==> src/rtl/flit_packetizer.sv <==
// Splits a registered multi-flit message into head/body/tail flits on a
// valid/ready link, counting completed packets.
module flit_packetizer #(
  parameter int DW = 16,
  parameter int NF = 4,
  localparam int LW = $clog2(NF + 1)
) (
  input  logic             clk,
  input  logic             rst,
  input  logic [NF*DW-1:0] msg_i,
  input  logic [LW-1:0]    len_i,
  input  logic             msg_valid_i,
  output logic             msg_ready_o,
  output logic [DW-1:0]    dout,
  output logic             head_o,
  output logic             tail_o,
  output logic             valid_o,
  input  logic             ready_i,
  output logic [15:0]      pkt_cnt_o
);

  localparam logic [0:0] IDLE = 1'b0;
  localparam logic [0:0] SEND = 1'b1;

  logic [0:0]       state;
  logic [NF*DW-1:0] payload;
  logic [LW-1:0]    idx;
  logic [LW-1:0]    last;
  logic             hs;
  logic             accept;

  // Index of the final flit: zero length sends one flit, oversize clamps to NF.
  function automatic logic [LW-1:0] last_index(input logic [LW-1:0] len);
    if (len == '0)
      return '0;
    else if (len > LW'(NF))
      return LW'(NF - 1);
    else
      return len - LW'(1);
  endfunction

  assign valid_o     = (state == SEND);
  assign head_o      = valid_o && (idx == '0);
  assign tail_o      = valid_o && (idx == last);
  assign hs          = valid_o && ready_i;
  assign msg_ready_o = (state == IDLE) || (hs && tail_o);
  assign accept      = msg_valid_i && msg_ready_o;

  // dout follows idx, so it keeps the last flit while idle.
  always_comb begin
    dout = payload[DW-1:0];
    for (int k = 0; k < NF; k++)
      if (idx == LW'(k))
        dout = payload[k*DW +: DW];
  end

  always_ff @(posedge clk or posedge rst) begin
    if (rst) begin
      state     <= IDLE;
      payload   <= '0;
      idx       <= '0;
      last      <= '0;
      pkt_cnt_o <= '0;
    end else begin
      if (accept) begin
        payload <= msg_i;
        last    <= last_index(len_i);
        idx     <= '0;
        state   <= SEND;
      end else if (hs && tail_o) begin
        state <= IDLE;
      end else if (hs) begin
        idx <= idx + LW'(1);
      end
      if (hs && tail_o)
        pkt_cnt_o <= pkt_cnt_o + 16'd1;
    end
  end

endmodule
==> config.mk <==
export PLATFORM = sky130hd
export DESIGN_NAME = flit_packetizer
export DESIGN_NICKNAME = d
export VERILOG_FILES = /design/src/rtl/flit_packetizer.sv
export SDC_FILE = /design/constraint.sdc
export NUM_CORES = 1
export LEC_CHECK = 0
export CAP_MARGIN = 20
export CORE_ASPECT_RATIO = 0.8
export CORE_MARGIN = 2
export CORE_UTILIZATION = 47
export DETAILED_ROUTE_END_ITERATION = 16
export PLACE_DENSITY_LB_ADDON = 0.3
export SETUP_SLACK_MARGIN = 0.1
export SLEW_MARGIN = 15
export SYNTH_ARGS = -nofsm -noshare
export SYNTH_HDL_FRONTEND = slang
export SYNTH_SLANG_ARGS = --single-unit
==> constraint.sdc <==
create_clock -name clk -period 4.2 [get_ports clk]
set_input_delay 1.26 -clock clk [delete_from_list [all_inputs] [get_ports clk]]
set_output_delay 1.26 -clock clk [all_outputs]
set_load 0.05 [all_outputs]
**Yosys cells after proc, flatten, opt, wreduce, memory -nomap -nowiden**

Index checks and enable logic that the tools add are counted.

- $add $sub $neg: 3
- $lt $le $gt $ge: 1
- Eq/ne operators: 5
- Mux-type cells: 10
- Bitwise gates (word level): 1
- Reduce and logical (&&, ||, !) cells: 11

Operators by type and width:

| operator | number |
|---|---|
| 16-bit 2-to-1 mux | 3 |
| 16-bit by 1-bit adder with 16-bit output (second input constant) | 1 |
| 3-bit 2-to-1 mux | 5 |
| 3-bit by 2-bit == test with 1-bit output (second input constant) | 2 |
| 3-bit logical NOT | 2 |
| 1-bit logical AND | 5 |
| 2-bit nonzero test | 2 |
| 3-bit by 1-bit adder with 3-bit output (second input constant) | 1 |
| 3-bit by 1-bit == test with 1-bit output (second input constant) | 1 |
| 3-bit == test | 1 |
| 3-bit greater-than comparator (second input constant) | 1 |
| 3-bit by 1-bit subtractor with 3-bit output (second input constant) | 1 |
| 1-bit 2-to-1 mux | 2 |
| 2-bit != test (second input constant) | 1 |
| 2-bit AND reduction | 1 |
| 1-bit logical OR | 1 |
| 1-bit inverter | 1 |

- Flip-flop bits (word level): 87
- Bits of input ports: 71
- Output and inout port bits: 36
- Word-level logic and storage cells: 36

**Longest topological paths before layout**

Gate-level depths: netlist of the first run.

- Depth in word-level cells: 7
- Mapped depth: 9
- Depth with buffers taken out: 6

**Worst setup path before layout of the first run**

No wires, ideal clock.

- Kind: register to output
- Start: register idx[0]
- End: output dout[5]
- Data arrival time: 2.781 ns
- Data required time: 2.940 ns
- Slack: 0.159 ns
- Cell stages (with the launch flop): 10
- Buffers on the path: 3
- Path through: dfrtp_1 inv_1 ha_1 clkbuf_1 nor2b_1 clkbuf_1 clkbuf_1 a22o_1 a22oi_1 o21ai_0

- Cells in the longest elaborated chain, start to end: 4
- Elaborated cells between the ends (all ways): 6
- Classes of those cells: eq/ne (3); mux (3)

Ends and longest elaborated chain:

| element | line | RTL |
|---|---|---|
| start, declared | 27 | `logic [LW-1:0] idx;` |
| start signal, assigned | 73 | `idx <= idx + LW'(1);` |
| 3-bit by 1-bit == test with 1-bit output | 53 | `if (idx == LW'(k))` |
| 16-bit 2-to-1 mux (2 in a row) | 53 |  |
| 16-bit 2-to-1 mux (*) | 53 |  |
| end, declared | 14 | `output logic [DW-1:0] dout,` |

Mark *: on every way between the ends. The rest lies on a longest branch, timed or not.

**Worst setup path after layout of the first run**

- Start: register idx[0]
- End: output dout[14]

Same word-level chain as after synthesis.

==> metrics.csv, run 1 <==
stage,metric,value,unit
synthesis,Most used DFF post-synth,dfrtp_1,
sta,Setup TNS Final,0,ps
synthesis,Syn Area/Cell,12.3,µm²
sta,RSZ-0062 raised after global routing,no,
layout,area delta synth->final,37.7,%
placed_design,I/O Buffers,106,
sta,Hold Fails Final Rpt,0,
grt,vias in the first global route,3068,
placed_design,pre-CTS WS,570,ps
sta,min setup slack post-route,439,ps
route,WL met3,502,µm
clocking,cts repair resizes,0,
route,1st-iter DRT viols,112,
clocking,TritonCTS Buffers,9,
die,io pins,107,
power_and_ir_drop,VDD IR-drop max,0.000534,V
sta,hold slack,483,ps
sta,Worst Tran Pin Value,782,ps
die,initial core utilization,48.3,%
power_and_ir_drop,Pint,0.00291,W
clocking,CTS max path bufs,2,
placed_design,routability cong.,0.808,
route,Avg WL per Cell,16.5,µm
route,ANT nets after route,0,
synthesis,synth warn,0,
power_and_ir_drop,P_sw,0.00202,W
route,Detailed Routing Iterations Pass 1,4,
clocking,CTS tree,yes,
sta,slew margin rel.,47.8,%
worst_setup_path,critical path type,flip-flop to output pin,
grt,initial antenna violation count,0,
die,die width,108,µm
clocking,CTS root buffer,clkbuf_8,
sta,Final Max Tran Viols,0,
clocking,"Hold-fix buffers, CTS",0,
clocking,Sinks on Clock Net,87,
synthesis,Mapped Nets,411,
layout,share of layout cells above drive strength 1,23.4,%
grt,largest net degree at the start of global routing,71,
synthesis,number of synthesized flops with an enable pin,0,
placed_design,post-DP HPWL,6.43,mm
min_path,worst min-delay path class,flip-flop to flip-flop,
clocking,clk slew on worst S/H paths,80,ps
sta,fmax,0.266,GHz
die,core box area,8480,µm²
die,die height,87.5,µm
clocking,Max H-tree Level,3,
route,vias per cell,5.32,
synthesis,Yosys reg bits,87,
worst_setup_path,CP Max Fanout,18,
worst_setup_path,CP arrival,2500,ps
sta,Setup Skew,4.06,ps
sta,final worst path period share,89.5,%
route,drt total wl,9.17,mm
die,standard-cell rows,30,
synthesis,mapped cell area,4100,µm²
clocking,worst-skew pair later-pin latency,340,ps
sta,Tmin final,3760,ps
route,Residual DRC,0,
run_status,outcome,completed,
power_and_ir_drop,Final Power,0.00493,W
worst_setup_path,Critical Path Source Type,flip-flop,
route,Via Count,2960,
power_and_ir_drop,sequential fraction of design power,29.0,%
power_and_ir_drop,combinational fraction of design power,58.2,%
synthesis,Cells after Synth,332,
power_and_ir_drop,Clock Power Share,12.7,%
route,routed length on met1,4.23,mm
synthesis,asr flop ratio synth,100,%
sta,setup violators final,0,
worst_setup_path,CP required,2940,ps
worst_setup_path,crit end category,output pin,
clocking,Setup Buffers After CTS,0,
route,DR WL met2,4.34,mm
synthesis,register area share after synthesis,53.1,%
route,max layer used,met4,
flow_run,maximum capacitance violations,0,
grt,GRT Util Overall,20.4,%
synthesis,Yosys cell types,34,
die,die area,9490,µm²
power_and_ir_drop,PD cells,873,nW/µm²
grt,gr ovfl total,0,
power_and_ir_drop,leakage power,2.39,nW
layout,ant diodes,0,
power_and_ir_drop,Net Sw Frac,40.9,%
layout,"Net count, final",519,
grt,first-pass GRT wire length,14.9,mm
==> worst max-delay path: stages, from the launching register on <==
cell	delay (ps)
dfrtp_1	440
inv_1	110
ha_1	210
buf_4	210
nor2b_1	120
buf_4	240
a22o_1	150
a22oi_1	50
o21ai_0	420
buf_12	200
==> layout make-up <==
cell class | count | area [µm²]
Inverter | 9 | 35.0
Clock buffer | 11 | 141
Fill cell | 673 | 2840
Sequential cell | 87 | 2180
Timing Repair Buffer | 116 | 1320
Tap cell | 112 | 140
Clock inverter | 4 | 70.1
Multi-Input combinational cell | 217 | 1760
==> per-layer routing <==
layer	vias up	global-route usage [%]
li1	1408	-
met1	1466	27.3
met2	78	32.6
met3	8	5.68
met4	0	6.06
met5	-	0
==> cell usage after synthesis, types with 2 or more instances <==
master | count | area, µm²
nand3_1 | 5 | 25.0
nand2b_1 | 2 | 12.5
mux2_2 | 59 | 664
maj3_1 | 2 | 20.0
nand4_1 | 7 | 43.8
a21oi_1 | 5 | 25.0
and3_1 | 3 | 18.8
o21ai_1 | 2 | 10.0
inv_1 | 9 | 33.8
a22o_1 | 19 | 166
buf_6 | 7 | 78.8
ha_1 | 8 | 100
xor2_1 | 5 | 43.8
nand2_1 | 26 | 97.6
nor2_1 | 8 | 30.0
nor4_1 | 2 | 12.5
dfrtp_1 | 87 | 2180
clkbuf_1 | 11 | 41.3
nor3_1 | 2 | 10.0
mux2_1 | 6 | 67.6
a22oi_1 | 16 | 120
o21ai_0 | 16 | 80.1
o22ai_1 | 2 | 12.5
xnor2_1 | 13 | 114
==> path summary, 6_finish.rpt <==
check,startpoint,end,slack [ps],cells after the start
max in group asynchronous,rst,last[0],2050,3
max reg2reg,idx[0],payload[48],2170,4
min in group asynchronous,rst,payload[12],1360,2
min,pkt_cnt_o[15],pkt_cnt_o[15],480,1
min reg2reg,pkt_cnt_o[15],pkt_cnt_o[15],480,1
max,idx[0],dout[14],440,9
==> power by group through the flow <==
stage | clock network, W | logic, W | registers, W
6_report | 0.000628 | 0.00287 | 0.00143
5_1_grt | 0.000675 | 0.00305 | 0.00148
2_1_floorplan | 0 | 0.00171 | 0.00144
4_1_cts | 0.000644 | 0.00289 | 0.00143
3_3_place_gp | 0 | 0.00284 | 0.00142
3_5_place_dp | 0 | 0.00288 | 0.00144
==> cell usage in the layout, fill, tap and decap left out, drive strengths merged, types with 3 or more instances in the layout <==
master          n
a22oi          16
nor3            3
and3            3
xnor2          13
nor2            8
clkdlybuf4s50  89
inv             8
clkinv          3
a22o           19
buf            27
ha              8
nand3           5
o21ai          18
nand4           7
mux2           65
dfrtp          87
nand2          26
xor2            5
a21oi           5
clkbuf         11
==> stage by stage <==
stage          util (%)  cell area (µm²)  instances
2_1_floorplan         -             4100        332
3_3_place_gp       64.0             5430        541
3_5_place_dp       64.0             5430        541
4_1_cts            66.5             5640        556
5_1_grt            66.5             5640        556
6_report           66.5             5640        556
==> state kept, by name, indices dropped and copies added (netlist names) <==
register   count
pkt_cnt_o     16
payload       64
idx            3
last           3
valid_o        1
==> cell families (layout without fill, tap and decap cells) <==
kind of cell | count (synthesis) | count (layout) | synth area share, %
mux | 65 | 65 | 17.9
compound gates | 63 | 63 | 11.2
fa+ha+maj | 10 | 10 | 2.93
xor+xnor | 18 | 18 | 3.85
flops | 87 | 87 | 53.1
buf+inv | 28 | 140 | 3.88
simple gates | 61 | 61 | 7.18
No activity file was read; power rests on OpenSTA's default activity.
==> run 2, diff against run 1 <==
--- a/config.mk
+++ b/config.mk
@@ -5,10 +5,9 @@
 export SDC_FILE = /design/constraint.sdc
 export NUM_CORES = 1
 export LEC_CHECK = 0
-export CAP_MARGIN = 20
 export CORE_ASPECT_RATIO = 0.8
 export CORE_MARGIN = 2
-export CORE_UTILIZATION = 47
+export CORE_UTILIZATION = 45
 export DETAILED_ROUTE_END_ITERATION = 16
 export PLACE_DENSITY_LB_ADDON = 0.3
 export SETUP_SLACK_MARGIN = 0.1
==> run 2 against run 1 <==
  * First-iteration DRC count is 74% higher
  * Setup slack worse by 30 ps
  * Combinational power about the same
  * Clock power increased by 40%
  * Largest power group unchanged
  * Maximum frequency shrank 0.79%
  * Final area is 2.1% higher
  * Core utilization down 2.2 points
==> metrics.csv, run 2 (synthesis gave the netlist of run 1 again) <==
stage,metric,value,unit
route,1st-iter DRT viols,195,
grt,vias in the first global route,3027,
sta,setup violators final,0,
clocking,cts repair resizes,0,
power_and_ir_drop,Clock Power Share,17.0,%
sta,Setup TNS Final,0,ps
placed_design,routability cong.,0.897,
worst_setup_path,worst path cell trace,inv_1 > ha_1 > buf_4 > nor2b_1 > buf_4 > a22o_1 > a22oi_1 > o21ai_0 > buf_12,
layout,number of flip-flops under the largest register name,64,
power_and_ir_drop,leakage power,2.44,nW
run_status,outcome,completed,
sta,final worst path period share,90.3,%
layout,area delta synth->final,40.7,%
worst_setup_path,Worst R2R Start,idx[0],
min_path,worst hold path depth,1,
die,standard-cell rows,31,
layout,"commonest non-fill, non-tap cell in the layout",clkdlybuf4s50_1,
min_path,worst min-delay path class,flip-flop to flip-flop,
layout,ant diodes,0,
die,io pins,107,
worst_setup_path,critical path type,flip-flop to output pin,
flow_run,maximum capacitance violations,0,
sta,min setup slack post-route,409,ps
worst_setup_path,CP Max Fanout,18,
clocking,Setup Buffers After CTS,0,
worst_setup_path,slowest CP cell,dfrtp_1,
sta,Tmin final,3790,ps
placed_design,post-DP HPWL,6.31,mm
layout,FILL cells,698,
worst_setup_path,CP arrival,2530,ps
power_and_ir_drop,PD cells,900,nW/µm²
sta,fmax,0.264,GHz
grt,gr ovfl total,0,
power_and_ir_drop,Net Sw Frac,39.4,%
sta,RSZ-0062 raised after global routing,no,
placed_design,placed cells,544,
power_and_ir_drop,combinational fraction of design power,55.5,%
clocking,clk slew on worst S/H paths,60,ps
clocking,CTS max path bufs,2,
die,die width,111,µm
layout,Final Non-Filler Cells,559,
placed_design,pre-CTS WS,609,ps
route,Via Count,2964,
power_and_ir_drop,P_sw,0.00204,W
route,Residual DRC,0,
route,Detailed Routing Iterations Pass 1,4,
route,Avg WL per Cell,16.4,µm
die,initial core utilization,45.7,%
sta,hold slack,476,ps
min_path,hold_sp,pkt_cnt_o[15],
grt,GRT Util Overall,19.5,%
route,vias per cell,5.30,
power_and_ir_drop,VDD IR-drop max,0.000588,V
die,die area,9890,µm²
clocking,"Hold-fix buffers, CTS",0,
worst_setup_path,Critical Path Source Type,flip-flop,
worst_setup_path,Crit. Startpoint,idx[0],
worst_setup_path,r2r worst-path depth,4,
die,core box area,8960,µm²
layout,Top reg by flops,payload,
sta,Hold Fails Final Rpt,0,
grt,initial antenna violation count,0,
layout,"Net count, final",519,
grt,largest net degree at the start of global routing,71,
clocking,Max H-tree Level,3,
die,die height,89.4,µm
worst_setup_path,crit end category,output pin,
sta,Setup Skew,5.21,ps
clocking,TritonCTS Buffers,9,
power_and_ir_drop,Pint,0.00315,W
clocking,worst-skew pair later-pin latency,330,ps
route,ANT nets after route,0,
layout,share of layout cells above drive strength 1,23.2,%
grt,first-pass GRT wire length,15.2,mm
sta,Final Max Tran Viols,0,
placed_design,I/O Buffers,106,
layout,Largest regs,"payload: 64 flops, pkt_cnt_o: 16 flops",
worst_setup_path,Worst R2R Setup Slack,2130,ps
layout,most frequent cells in the layout,"89 x clkdlybuf4s50_1, 87 x dfrtp_1, 59 x mux2_2, 26 x nand2_1, 19 x a22o_1",
power_and_ir_drop,sequential fraction of design power,27.5,%
worst_setup_path,Slowest Stage Delay on Critical Path,440,ps
route,drt total wl,9.19,mm
worst_setup_path,"Top cell by count, worst path",buf_4,
clocking,Sinks on Clock Net,87,
sta,slew margin rel.,58.2,%
sta,Worst Tran Pin Value,626,ps
clocking,CTS root buffer,clkbuf_16,
worst_setup_path,CP required,2940,ps
clocking,CTS tree,yes,
## run 2: worst paths after layout
kind,endpoint
worst max register to register,payload[35]
worst min-delay path,pkt_cnt_o[15]
max in group asynchronous,payload[39]
worst max-delay path,dout[10]
worst min register to register,pkt_cnt_o[15]
min in group asynchronous,payload[63]
## run 2: final cells by class
| type | count | area, µm² | area share, % |
|---|---|---|---|
| flip-flops and latches | 87 | 2180 | 37.8 |
| multi-input cells | 217 | 1760 | 30.6 |
| repair buffers | 116 | 1320 | 22.9 |
| clock buffers | 11 | 233 | 4.04 |
| well taps | 115 | 144 | 2.50 |
| clock inverters | 4 | 95.1 | 1.65 |
| inverters | 9 | 35.0 | 0.608 |
## run 2: layer usage
| layer | vias to the layer above | global-route usage (%) | wire, µm |
|---|---|---|---|
| met3 | 11 | 6.31 | 622 |
| met2 | 93 | 31.0 | 4110 |
| met1 | 1446 | 26.1 | 4360 |
| met4 | 0 | 5.91 | 96 |
| met5 | - | 0 | 0 |
| li1 | 1414 | - | - |
## run 2: worst max-delay path: cells and delay by family (launching register included)
family	cells	cell delay [ps]
flip-flops	1	440
AO/OA/AOI/OAI	3	620
buffers and inverters	4	780
adder cells (fa/ha/maj)	1	210
AND/OR/NAND/NOR	1	130
## run 2: power by group through the flow
stage	clock network, W	registers [W]	logic [W]
3_5_place_dp	0	0.00144	0.00289
5_1_grt	0.000947	0.00147	0.00305
4_1_cts	0.000909	0.00142	0.00290
2_1_floorplan	0	0.00144	0.00171
3_3_place_gp	0	0.00142	0.00285
6_report	0.000882	0.00143	0.00288
## run 2: per-stage QoR
stage / total power [W] / instance area [µm²] / util (%)
6_report: 0.00519 / 5760 / 64.3
5_1_grt: 0.00547 / 5760 / 64.3
4_1_cts: 0.00523 / 5760 / 64.3
3_5_place_dp: 0.00432 / 5440 / 60.7
3_3_place_gp: 0.00427 / 5440 / 60.7
2_1_floorplan: 0.00315 / 4100 / -
